$ cat src/rtl/ppu_vram_arbiter.sv
// rtl/ppu_vram_arbiter.sv - PPU video bus arbiter with VRAM address register, $2006 toggle and $2007 buffer
module ppu_vram_arbiter (
    input  logic        i_clk,
    input  logic        i_reset_n,
    input  logic        i_rnd_req,
    input  logic [13:0] i_rnd_address,
    output logic        o_rnd_grant,
    output logic        o_rnd_valid,
    output logic [7:0]  o_rnd_data,
    input  logic        i_cpu_addr_write,
    input  logic        i_cpu_data_write,
    input  logic        i_cpu_data_read,
    input  logic [7:0]  i_cpu_data,
    input  logic        i_latch_clear,
    input  logic        i_inc32,
    output logic [7:0]  o_cpu_read_data,
    output logic        o_cpu_busy,
    output logic        o_v_rd_n,
    output logic        o_v_we_n,
    output logic [13:0] o_v_address,
    output logic [7:0]  o_v_data,
    input  logic [7:0]  i_v_data
);

    localparam logic [1:0] ST_IDLE = 2'd0;
    localparam logic [1:0] ST_ADDR = 2'd1;
    localparam logic [1:0] ST_DATA = 2'd2;

    // Bus cycle sequencer state
    logic [1:0]  state_q, state_d;
    logic        own_rnd_q, own_rnd_d;   // current bus cycle belongs to the render port
    logic        own_wr_q, own_wr_d;     // current bus cycle is a write

    // CPU register path state
    logic [13:0] vaddr_q, vaddr_d;
    logic        toggle_q, toggle_d;

    // Single CPU operation slot
    logic        pend_q, pend_d;
    logic        pend_wr_q, pend_wr_d;
    logic [13:0] pend_addr_q, pend_addr_d;
    logic [7:0]  pend_data_q, pend_data_d;

    // Registered outputs
    logic        v_rd_n_q, v_rd_n_d;
    logic        v_we_n_q, v_we_n_d;
    logic [13:0] v_address_q, v_address_d;
    logic [7:0]  v_data_q, v_data_d;
    logic        rnd_valid_q, rnd_valid_d;
    logic [7:0]  rnd_data_q, rnd_data_d;
    logic [7:0]  read_buf_q, read_buf_d;

    logic        cpu_busy;
    logic        accept_wr;
    logic        accept_rd;
    logic        arb;
    logic [13:0] inc;

    // The slot stays occupied until the CPU bus cycle finishes its DATA cycle
    assign cpu_busy = pend_q | ((state_q != ST_IDLE) & ~own_rnd_q);
    assign inc      = i_inc32 ? 14'd32 : 14'd1;

    // $2006/$2007 decode: address register, write toggle and slot admission
    always_comb begin
        vaddr_d   = vaddr_q;
        toggle_d  = toggle_q;
        accept_wr = 1'b0;
        accept_rd = 1'b0;
        if (i_cpu_addr_write) begin
            if (!toggle_q) begin
                vaddr_d[13:8] = i_cpu_data[5:0];
                toggle_d      = 1'b1;
            end else begin
                vaddr_d[7:0]  = i_cpu_data;
                toggle_d      = 1'b0;
            end
        end else if (i_cpu_data_write) begin
            if (!cpu_busy) begin
                accept_wr = 1'b1;
                vaddr_d   = vaddr_q + inc;
            end
        end else if (i_cpu_data_read) begin
            if (!cpu_busy) begin
                accept_rd = 1'b1;
                vaddr_d   = vaddr_q + inc;
            end
        end
        // Status read resets the toggle even when it coincides with a $2006 write
        if (i_latch_clear) begin
            toggle_d = 1'b0;
        end
    end

    // Bus sequencer: IDLE/ADDR/DATA with render-first arbitration in IDLE and DATA
    always_comb begin
        state_d     = state_q;
        own_rnd_d   = own_rnd_q;
        own_wr_d    = own_wr_q;
        pend_d      = pend_q;
        pend_wr_d   = pend_wr_q;
        pend_addr_d = pend_addr_q;
        pend_data_d = pend_data_q;
        v_rd_n_d    = 1'b1;
        v_we_n_d    = 1'b1;
        v_address_d = v_address_q;
        v_data_d    = v_data_q;
        rnd_valid_d = 1'b0;
        rnd_data_d  = rnd_data_q;
        read_buf_d  = read_buf_q;
        arb         = 1'b0;

        case (state_q)
            ST_IDLE: begin
                arb = 1'b1;
            end
            ST_ADDR: begin
                // Strobes go low for exactly the DATA cycle that follows
                state_d  = ST_DATA;
                v_rd_n_d = own_wr_q;
                v_we_n_d = ~own_wr_q;
            end
            ST_DATA: begin
                if (!own_wr_q) begin
                    if (own_rnd_q) begin
                        rnd_valid_d = 1'b1;
                        rnd_data_d  = i_v_data;
                    end else begin
                        read_buf_d  = i_v_data;
                    end
                end
                arb = 1'b1;
            end
            default: begin
                state_d = ST_IDLE;
            end
        endcase

        if (arb) begin
            if (i_rnd_req) begin
                state_d     = ST_ADDR;
                own_rnd_d   = 1'b1;
                own_wr_d    = 1'b0;
                v_address_d = i_rnd_address;
            end else if (pend_q) begin
                state_d     = ST_ADDR;
                own_rnd_d   = 1'b0;
                own_wr_d    = pend_wr_q;
                v_address_d = pend_addr_q;
                if (pend_wr_q) begin
                    v_data_d = pend_data_q;
                end
                pend_d      = 1'b0;
            end else begin
                state_d     = ST_IDLE;
            end
        end

        // Admission only happens while the slot is empty, so it never races the grant above
        if (accept_wr) begin
            pend_d      = 1'b1;
            pend_wr_d   = 1'b1;
            pend_addr_d = vaddr_q;
            pend_data_d = i_cpu_data;
        end else if (accept_rd) begin
            pend_d      = 1'b1;
            pend_wr_d   = 1'b0;
            pend_addr_d = vaddr_q;
        end
    end

    // State registers with asynchronous reset so strobes release immediately
    always_ff @(posedge i_clk or negedge i_reset_n) begin
        if (!i_reset_n) begin
            state_q     <= ST_IDLE;
            own_rnd_q   <= 1'b0;
            own_wr_q    <= 1'b0;
            vaddr_q     <= 14'd0;
            toggle_q    <= 1'b0;
            pend_q      <= 1'b0;
            pend_wr_q   <= 1'b0;
            pend_addr_q <= 14'd0;
            pend_data_q <= 8'd0;
            v_rd_n_q    <= 1'b1;
            v_we_n_q    <= 1'b1;
            v_address_q <= 14'd0;
            v_data_q    <= 8'd0;
            rnd_valid_q <= 1'b0;
            rnd_data_q  <= 8'd0;
            read_buf_q  <= 8'd0;
        end else begin
            state_q     <= state_d;
            own_rnd_q   <= own_rnd_d;
            own_wr_q    <= own_wr_d;
            vaddr_q     <= vaddr_d;
            toggle_q    <= toggle_d;
            pend_q      <= pend_d;
            pend_wr_q   <= pend_wr_d;
            pend_addr_q <= pend_addr_d;
            pend_data_q <= pend_data_d;
            v_rd_n_q    <= v_rd_n_d;
            v_we_n_q    <= v_we_n_d;
            v_address_q <= v_address_d;
            v_data_q    <= v_data_d;
            rnd_valid_q <= rnd_valid_d;
            rnd_data_q  <= rnd_data_d;
            read_buf_q  <= read_buf_d;
        end
    end

    assign o_rnd_grant     = (state_q == ST_ADDR) & own_rnd_q;
    assign o_rnd_valid     = rnd_valid_q;
    assign o_rnd_data      = rnd_data_q;
    assign o_cpu_read_data = read_buf_q;
    assign o_cpu_busy      = cpu_busy;
    assign o_v_rd_n        = v_rd_n_q;
    assign o_v_we_n        = v_we_n_q;
    assign o_v_address     = v_address_q;
    assign o_v_data        = v_data_q;

endmodule

$ cat config.mk
export PLATFORM = sky130hd
export DESIGN_NAME = ppu_vram_arbiter
export DESIGN_NICKNAME = d
export VERILOG_FILES = /design/src/rtl/ppu_vram_arbiter.sv
export SDC_FILE = /design/constraint.sdc
export NUM_CORES = 1
export LEC_CHECK = 0
export ABC_AREA = 1
export BUFFER_PORTS_ARGS = -buffer_cell sky130_fd_sc_hd__clkbuf_2
export CORE_ASPECT_RATIO = 1.2
export CORE_MARGIN = 2
export CORE_UTILIZATION = 45
export DETAILED_ROUTE_END_ITERATION = 6
export PLACE_DENSITY_LB_ADDON = 0.08
export SYNTH_ARGS = -nofsm -noshare
export SYNTH_HDL_FRONTEND = slang
export SYNTH_SLANG_ARGS = --single-unit
$ cat constraint.sdc
create_clock -name i_clk -period 2.1 [get_ports i_clk]
set_clock_uncertainty 0.2 [all_clocks]
set_input_delay 0.21 -clock i_clk [delete_from_list [all_inputs] [get_ports i_clk]]
set_output_delay 0.21 -clock i_clk [all_outputs]
set_load 0.005 [all_outputs]
==> results of run 1 <==
[how the worst max path moves through the flow]
| stage | to | slack [ns] | cells past startpoint |
|---|---|---|---|
| final | o_v_address[10] | 0.21 | 2 |
| after global routing | o_v_address[6] | 0.06 | 3 |
| after CTS | o_v_address[4] | 0.21 | 2 |
| after detailed placement | o_v_address[4] | 0.24 | 2 |
| after global placement | vaddr_q[10] | 0.29 | 9 |
| after floorplan | vaddr_q[6] | 0.48 | 7 |
[placed cells by master, fill, tap and decap left out, types with 5 or more instances in the layout]
| master | instances |
|---|---|
| nand2_1 | 131 |
| dfrtp_1 | 82 |
| clkbuf_2 | 79 |
| nor2_1 | 44 |
| inv_1 | 39 |
| o21ai_0 | 37 |
| dlygate4sd3_1 | 32 |
| a31oi_1 | 17 |
| a21oi_1 | 13 |
| o21ai_2 | 10 |
| nand3_1 | 10 |
| clkbuf_8 | 10 |
| nand3_2 | 5 |
[flip-flops by register name, indices dropped and copies added, names as in the netlist]
register and cells:
o_cpu_read_data 8, o_rnd_data 8, o_rnd_valid 1, o_v_address 14, o_v_data 8, o_v_rd_n 1
o_v_we_n 1, own_rnd_q 1, own_wr_q 1, pend_addr_q 14, pend_data_q 8, pend_q 1
pend_wr_q 1, state_q 2, toggle_q 1, vaddr_q 14
[worst reg2reg max path, cell delays in order, from the launching register on]
cell and delay [ns]:
dfrtp_1 0.44, o21ai_2 0.85, a31oi_1 0.21
[stage by stage]
step | instances | utilization (%) | hold WS, ns
floorplan | 438 | - | -0.286
global placement | 619 | 52.6 | -0.0727
detailed placement | 619 | 52.6 | -0.0647
finish | 666 | 59.2 | 0.0599
global route | 666 | 59.2 | 0.109
CTS | 666 | 59.2 | 0.0440
[report_power, final]
| group | internal, uW | leakage [uW] | total [uW] | switching, uW |
|---|---|---|---|---|
| combinational | 933 | 0.00137 | 2180 | 1250 |
| clock | 697 | 0.000109 | 1270 | 573 |
| sequential | 2380 | 0.00101 | 2880 | 499 |
[logic make-up after synthesis]
family          synth area share [%]
xor+xnor                        1.15
fa+ha+maj                      0.990
simple gates                    22.6
flops                           55.5
compound gates                  13.1
buf+inv                         6.73
[layout make-up]
cell class	count	area share, %
Sequential cell	84	43.6
Multi-Input combinational cell	295	29.8
Timing Repair Buffer	116	15.9
Inverter	42	3.27
Tap cell	114	2.96
Clock buffer	11	2.93
Clock inverter	4	1.53
[layer usage]
layer  part of all wire (%)  vias to the layer above  global-route usage, %
li1                       -                     1616                      -
met1                     46                     1474                   27.8
met2                     49                       73                   31.1
met3                    3.9                       12                   2.84
met4                    1.6                        0                   8.90
met5                      0                        -                      0
==> flow_summary.toml, run 1 <==
[global_routing]
grt_max_degree = 46
grt_pass1_wl_um = 14300
grt-ovfl-total = 0
antenna_found_initial = 0
grt_pass1_vias = 2978
grt_util_all_layers_pct = 20.1

[place]
dpl_cell_area_mm2 = 0.00429
gp_congestion = 0.891
place_ws_ns = 0.238
dp_hpwl_um = 6030
portBuffers = 80

[drt]
via_count = 3175
viasPerCell = 4.77
drt-total-wl_um = 8590
post_drt_wl_per_cell_um = 12.9
first_pass_iters = 6
ant_nets = 0
drc = 0
drtIter0Drc = 198

[layout]
multi_input_area_mm2 = 0.00144
drive_gt1_share_pct = 23.0
finalInstanceArea_mm2 = 0.00482
fillers = 768
antenna-diode-count = 0
layout.nets = 589
area_growth_syn_to_layout_pct = 27.1
seq_area_mm2 = 0.00210

[clocking]
cts_setup_buffers = 0
cts_buffers = 9
cts_htree_levels = 3
cts_buffer_depth = 2
post_cts_resize_count = 0
insertion_delay_ns = 0.36
cts_tree = "done"
postCtsHoldBufs = 32
clkTransAtPathRegs_ns = 0.08
clock_sinks = 84
cts_root_buffer = "clkbuf_8"

[outcome]
status = "finished, final reports clean"

[pwr]
leakagePower_uw = 0.00249
power_uw = 6330
vdd_ir_drop_max_v = 0.000556
powerDensity_mw_per_mm2 = 1310

[setup_path]
path_buf_inv = 0
rr_worst_depth = 2
critPathMaxStageDelay_ns = 0.85
r2r_setup_slack_ns = 0.21
arrival_ns = 1.86
cp.required_ns = 2.07
critPathKind = "register to register"
startpoint = "state_q[0]"
startpoint_type = "register"
r2r_start = "state_q[0]"
path_cells = "o21ai_2 > a31oi_1"
cp-end-kind = "register"
path_delay_family = "compound AO/OA/AOI/OAI gates"
r2r-end = "o_v_address[10]"
cp_slowest_cell = "o21ai_2"
crit_fanout = 31

[hold_path]
hp-class = "input port to register"
holdPathEnd = "vaddr_q[1]"
min_path_cells = 3
hp-start = "i_cpu_addr_write"

[sta]
rsz0062_at_grt = "no"
final-setup-viol-count = 0
setup_ws_ns = 0.211
fmax_mhz = 529
fin_crit_ns = 1.89
worst_slew_pin_slew_ns = 1.05
setup_tns_ns = 0
finalHoldViolCount = 0
fin_crit_sh_pct = 90.0
slew_headroom_pct = 30.0
slew_viol_final = 0

[logic_synthesis]
synth_warnings = 0
syn_nets = 479
synth_cells = 438
ys_types = 30
ys.flop_type = "dfrtp_1"
avgSynthCellArea_um2 = 8.66
yosysTopAreaCell = "dfrtp_1"
synthArstFlopShare_pct = 100
netlist_area_mm2 = 0.00379
synth_edf_count = 0
synth-seq-area-share_pct = 55.5
synthTopCellsByCount = "nand2_1, dfrtp_1, nor2_1"
ys_ff_latch = 84
yosys-top-cells-area = "dfrtp_1, nand2_1, o21ai_0"
yosys.cell_count.top_type = "nand2_1"
synth_top_area_share_pct = 54.1

[die]
die_x_um = 87.8
io_pins = 81
num_rows = 36
initial_core_util_pct = 46.5
dieHeight_um = 105
die-area_mm2 = 0.00918
core_area_mm2 = 0.00815

[run]
maxCapViolCount = 0
(Power assumes the default switching activity.)
==> inputs of run 2 (changes only) <==
--- a/config.mk
+++ b/config.mk
@@ -10,6 +10,7 @@
 export CORE_ASPECT_RATIO = 1.2
 export CORE_MARGIN = 2
 export CORE_UTILIZATION = 45
+export CTS_BUF_LIST = sky130_fd_sc_hd__clkbuf_2
 export DETAILED_ROUTE_END_ITERATION = 6
 export PLACE_DENSITY_LB_ADDON = 0.08
 export SYNTH_ARGS = -nofsm -noshare
==> run 2 against run 1 <==
  * Combinational power rose by 6%
  * Sequential power barely moved
  * Non-clock buffer count rose by 33
  * Power fell by 3.5%
  * Hold slack improved by 0.040 ns
  * Setup slack got worse by 0.11 ns
  * Count of clock-buffer cells in the layout fell by 1
  * Die area did not move
  * Maximum frequency fell by 5.3%
  * Final cell count rose by 5.1%
==> flow_summary.toml, run 2 (synthesis gave the netlist of run 1 again) <==
[die]
num_rows = 36
core_area_mm2 = 0.00815
die_x_um = 87.8
io_pins = 81
initial_core_util_pct = 46.5
dieHeight_um = 105
die-area_mm2 = 0.00918

[clocking]
cts_buffers = 9
insertion_delay_ns = 0.55
cts_htree_levels = 3
cts_buffer_depth = 2
clkTransAtPathRegs_ns = 0.22
cts_root_buffer = "clkbuf_2"
clock_sinks = 84
cts_tree = "done"

[layout]
final_cell_mix = "nand2_1, clkbuf_2, dfrtp_1"
area_growth_syn_to_layout_pct = 33.6
fillers = 739
final_common_cell = "nand2_1"
seq_area_mm2 = 0.00211
drive_gt1_share_pct = 22.7
fin_util_pct = 62.2
finalInstanceArea_mm2 = 0.00507
antenna-diode-count = 0
multi_input_area_mm2 = 0.00145
layout.nets = 623

[setup_path]
r2r_setup_slack_ns = 0.11
cp.required_ns = 2.36
arrival_ns = 2.26
crit_fanout = 8
critPathKind = "register to register"
startpoint_type = "register"
cp-end-kind = "register"

[sta]
worst_slew_pin_slew_ns = 1.05
slew_viol_final = 0
final-setup-viol-count = 0
fin_crit_sh_pct = 95.0
fin_crit_ns = 1.99
setup_ws_ns = 0.105
slew_headroom_pct = 29.9
fmax_mhz = 501
rsz0062_at_grt = "no"
setup_tns_ns = 0
finalHoldViolCount = 0

[pwr]
combPwrFrac_pct = 37.6
p_int_uw = 3770
clockPowerShare_pct = 15.4
powerDensity_mw_per_mm2 = 1210
leakagePower_uw = 0.00260
p_seq_share_pct = 47.0
swShare_pct = 38.4
vdd_ir_drop_max_v = 0.000613
p_sw_uw = 2340

[place]
dpl_cell_area_mm2 = 0.00429
place_ws_ns = 0.238
dp_hpwl_um = 6030
portBuffers = 80
gp_congestion = 0.891

[run]
maxCapViolCount = 0

[global_routing]
grt_util_all_layers_pct = 21.2
grt_max_degree = 46
use_met2_pct = 34.2
grt_pass1_vias = 3192
gr-usage-met1_pct = 28.3
grt-ovfl-total = 0
grt_pass1_wl_um = 15100
busiest_layer = "met2"
use_met3_pct = 3.79
antenna_found_initial = 0

[hold_path]
hp-class = "input port to register"

[drt]
ant_nets = 0
viasPerCell = 4.74
via_count = 3317
first_pass_iters = 4
drc = 0
drt-total-wl_um = 9280
post_drt_wl_per_cell_um = 13.3
drtIter0Drc = 164

[outcome]
status = "finished, final reports clean"
## run 2: cell types whose count changed in the layout (fill, tap and decap cells not counted)
| cell | delta |
|---|---|
| dlygate4sd3_1 | +29 |
| clkbuf_2 | +10 |
| clkbuf_8 | -10 |
| buf_4 | +4 |
| clkbuf_1 | -1 |
| clkinv_1 | +1 |
| dfrtp_1 | -1 |
| dfrtp_2 | +1 |
| nand3_2 | +1 |
## run 2: layout make-up
cell class                      instances  share of cell area (%)
Clock buffer                           10                   0.988
Clock inverter                          5                    1.53
Inverter                               42                    3.11
Multi-Input combinational cell        296                    28.6
Sequential cell                        84                    41.6
Tap cell                              114                    2.81
Timing Repair Buffer                  149                    21.4
## run 2: power by group through the flow
stage	clock network, uW	registers, uW	logic [uW]
global route	1020	2970	2650
global placement	0	2890	2110
floorplan	0	2830	1430
finish	939	2870	2300
CTS	960	2870	2270
detailed placement	0	2900	2160
## run 2: final timing paths
kind | end | startpoint | cells past startpoint
max reg2reg | pend_data_q[2] | state_q[1] | 6
min in group asynchronous | o_rnd_valid | i_reset_n | 4
max | pend_data_q[2] | state_q[1] | 6
min | pend_addr_q[13] | i_cpu_data_read | 5
max in group asynchronous | vaddr_q[2] | i_reset_n | 3
min reg2reg | o_v_we_n | own_wr_q | 1
## run 2: through the flow
| step | total power, uW | cells | hold WS, ns |
|---|---|---|---|
| final | 6110 | 700 | 0.0998 |
| after detailed placement | 5060 | 619 | -0.0647 |
| after floorplan | 4260 | 438 | -0.286 |
| after global placement | 4990 | 619 | -0.0727 |
| after CTS | 6100 | 695 | 0.0816 |
| after global routing | 6650 | 700 | 0.116 |
## run 2: repair_timing
item / CTS / global route
gates resized for setup: 0 / 1
buffers inserted: 0 / 4
endpoints found under the setup margin: 0 / 8
hold buffers: 61 / 0
endpoints found under the hold margin: 139 / 0
## run 2: critical path: stages, from the launching register on
cell	delay, ns
dfrtp_1	0.47
o21ai_2	0.16
and2_4	0.21
nand3_4	0.14
nor2_1	0.12
dlygate4sd3_1	0.57
a21oi_1	0.05
## run 2: metal layers
layer | vias to the layer above | share of wire (%) | routed length, um
li1 | 1689 | - | -
met1 | 1561 | 46 | 4230
met2 | 58 | 50 | 4630
met3 | 9 | 3.2 | 295
met4 | 0 | 1.4 | 126
met5 | - | 0 | 0
==> inputs of run 3 (changes only) <==
--- a/config.mk
+++ b/config.mk
@@ -5,7 +5,6 @@
 export SDC_FILE = /design/constraint.sdc
 export NUM_CORES = 1
 export LEC_CHECK = 0
-export ABC_AREA = 1
 export BUFFER_PORTS_ARGS = -buffer_cell sky130_fd_sc_hd__clkbuf_2
 export CORE_ASPECT_RATIO = 1.2
 export CORE_MARGIN = 2
==> run 3 against run 2 <==
  * Non-clock buffer count down 12
  * Combinational power decreased by 4%
  * First-iteration DRC count fell by 18%
  * Global-route usage down 1.4 points
  * Final area down 5.1%
  * Core utilization shrank 2.2 points
  * Largest power group unchanged
  * Clock power is 14% lower
  * Critical endpoint is now vaddr_q[12]
  * Die area is 2.9% lower
  * Count of clock-buffer cells in the layout did not move
==> flow_summary.toml, run 3 <==
[layout]
final_cell_mix = "clkbuf_2, dfrtp_1, nand2_1"
drive_gt1_share_pct = 34.7
stdcell_count = 550
antenna-diode-count = 0
layout.nets = 491
fin_util_pct = 60.0
area_growth_syn_to_layout_pct = 30.7
final_common_cell = "clkbuf_2"
fillers = 696
multi_input_area_mm2 = 0.00151
seq_area_mm2 = 0.00210

[drt]
ant_nets = 0
drt-total-wl_um = 8280
drc = 0
post_drt_wl_per_cell_um = 15.1
via_count = 2837
first_pass_iters = 4
viasPerCell = 5.16
drtIter0Drc = 135

[sta]
setup_tns_ns = 0
setup_ws_ns = 0.0968
fin_crit_sh_pct = 95.4
slew_headroom_pct = 32.8
fin_crit_ns = 2.00
slew_viol_final = 0
fmax_mhz = 499
finalHoldViolCount = 0
final-setup-viol-count = 0
whs_ns = 0.239
worst_slew_pin_slew_ns = 1.00
rsz0062_at_grt = "no"

[pwr]
leakagePower_uw = 0.00231
combPwrFrac_pct = 37.7
clockPowerShare_pct = 13.8
p_seq_share_pct = 48.5
p_int_uw = 3790
p_sw_uw = 2040
swShare_pct = 35.0
vdd_ir_drop_max_v = 0.000554
powerDensity_mw_per_mm2 = 1210

[hold_path]
hp-start = "i_v_data[6]"
hp-class = "input port to register"

[logic_synthesis]
netlist_area_mm2 = 0.00368
synth_edf_count = 0
yosys.cell_count.top_type = "dfrtp_1"
synth_warnings = 0
avgSynthCellArea_um2 = 11.5
syn_nets = 360
synth_top_area_share_pct = 55.8
synth-seq-area-share_pct = 57.2
synthArstFlopShare_pct = 100
ys.flop_type = "dfrtp_1"
ys_types = 44
synthTopCellsByCount = "dfrtp_1, nand2_1, mux2_2"
synth_cells = 319
ys_ff_latch = 84
yosysTopAreaCell = "dfrtp_1"
yosys-top-cells-area = "dfrtp_1, mux2_2, nand2_1"

[die]
die_x_um = 86.5
die-area_mm2 = 0.00891
core_area_mm2 = 0.00802
num_rows = 36
initial_core_util_pct = 45.9
dieHeight_um = 103
io_pins = 81

[global_routing]
gr-usage-met1_pct = 28.5
use_met2_pct = 28.0
grt_max_degree = 39
grt_pass1_wl_um = 13300
grt_pass1_vias = 2642
antenna_found_initial = 0
use_met3_pct = 5.36
busiest_layer = "met1"
grt-ovfl-total = 0
grt_util_all_layers_pct = 19.7

[clocking]
cts_root_buffer = "clkbuf_2"
clock_sinks = 84
cts_buffer_depth = 2
clkTransAtPathRegs_ns = 0.22
cts_htree_levels = 3
cts_tree = "done"
insertion_delay_ns = 0.54
cts_buffers = 9

[setup_path]
r2r_start = "vaddr_q[0]"
arrival_ns = 2.27
critPathKind = "register to register"
startpoint = "vaddr_q[0]"
cp.required_ns = 2.37
startpoint_type = "register"
cp-end-kind = "register"
crit_fanout = 4

[place]
portBuffers = 80
place_ws_ns = 0.100
dpl.cell_count = 491
dp_hpwl_um = 5640
gp_congestion = 0.916

[run]
maxCapViolCount = 0

[outcome]
status = "finished, final reports clean"
run 3: changes by cell type after synthesis, moves of 4 or more:
cell,previous run,this run
nand3_2,5,0
buf_2,9,5
o21ai_0,37,20
a31oi_1,17,3
a21boi_1,4,0
nand2_1,131,66
inv_1,39,6
mux2i_1,0,14
o21ai_2,9,0
nand3_1,10,5
a21oi_1,13,5
a32oi_1,0,5
mux2_2,0,32
nor2_1,44,9
run 3: cell families after synthesis:
group	count (synthesis)	share of synthesized area, %
AND/OR/NAND/NOR	103	13.4
adder cells (fa/ha/maj)	3	1.02
multiplexers	46	13.6
flip-flops	84	57.2
AO/OA/AOI/OAI	55	10.4
buffers and inverters	23	3.13
XOR/XNOR	5	1.19
run 3: stage by stage:
stage	total power, uW	cell area, um2
5_1_grt	6330	4810
4_1_cts	5820	4750
3_5_place_dp	4960	4230
2_1_floorplan	4110	3680
3_3_place_gp	4900	4230
6_report	5830	4810
run 3: metal layers:
layer  vias up  share of wire [%]
met5         -                  0
li1       1391                  -
met4         0                2.4
met3        14                4.2
met1      1362                 49
met2        70                 45
run 3: power groups by stage:
stage	registers, uW	logic (uW)	clock network, uW
global placement	2840	2060	0
CTS	2820	2170	833
floorplan	2780	1330	0
detailed placement	2860	2100	0
global route	2920	2500	908
finish	2830	2200	805
run 3: timing repair:
action,CTS,global route
resized for setup,1,6
hold buffers,41,1
endpoints found under the hold margin,140,1
endpoints found under the setup margin,1,4
buffers inserted,0,1
cloned,0,0
run 3: worst paths after layout:
| path | endpoint | slack, ns | depth (start not counted) |
|---|---|---|---|
| setup reg to reg | vaddr_q[12] | 0.1 | 6 |
| hold / removal | o_rnd_data[6] | 0.24 | 3 |
| hold reg to reg | pend_addr_q[0] | 0.30 | 2 |
| max in group asynchronous | pend_addr_q[9] | 0.35 | 3 |
| min in group asynchronous | o_v_address[7] | 0.54 | 4 |
| setup / recovery | vaddr_q[12] | 0.1 | 6 |
run 3: worst max-delay path, cell delays in order, from the launching register on:
cell and delay [ns]:
dfrtp_1 0.46, ha_1 0.21, ha_1 0.23, a31o_2 0.28, and3_4 0.21, and4_1 0.19, nor3_1 0.18
run 3: final cells by class:
| type | count | area share [%] |
|---|---|---|
| clock inverters | 6 | 1.15 |
| repair buffers | 137 | 19.7 |
| well taps | 95 | 2.47 |
| inverters | 6 | 0.469 |
| multi-input cells | 212 | 31.4 |
| flip-flops and latches | 84 | 43.8 |
| clock buffers | 10 | 1.04 |
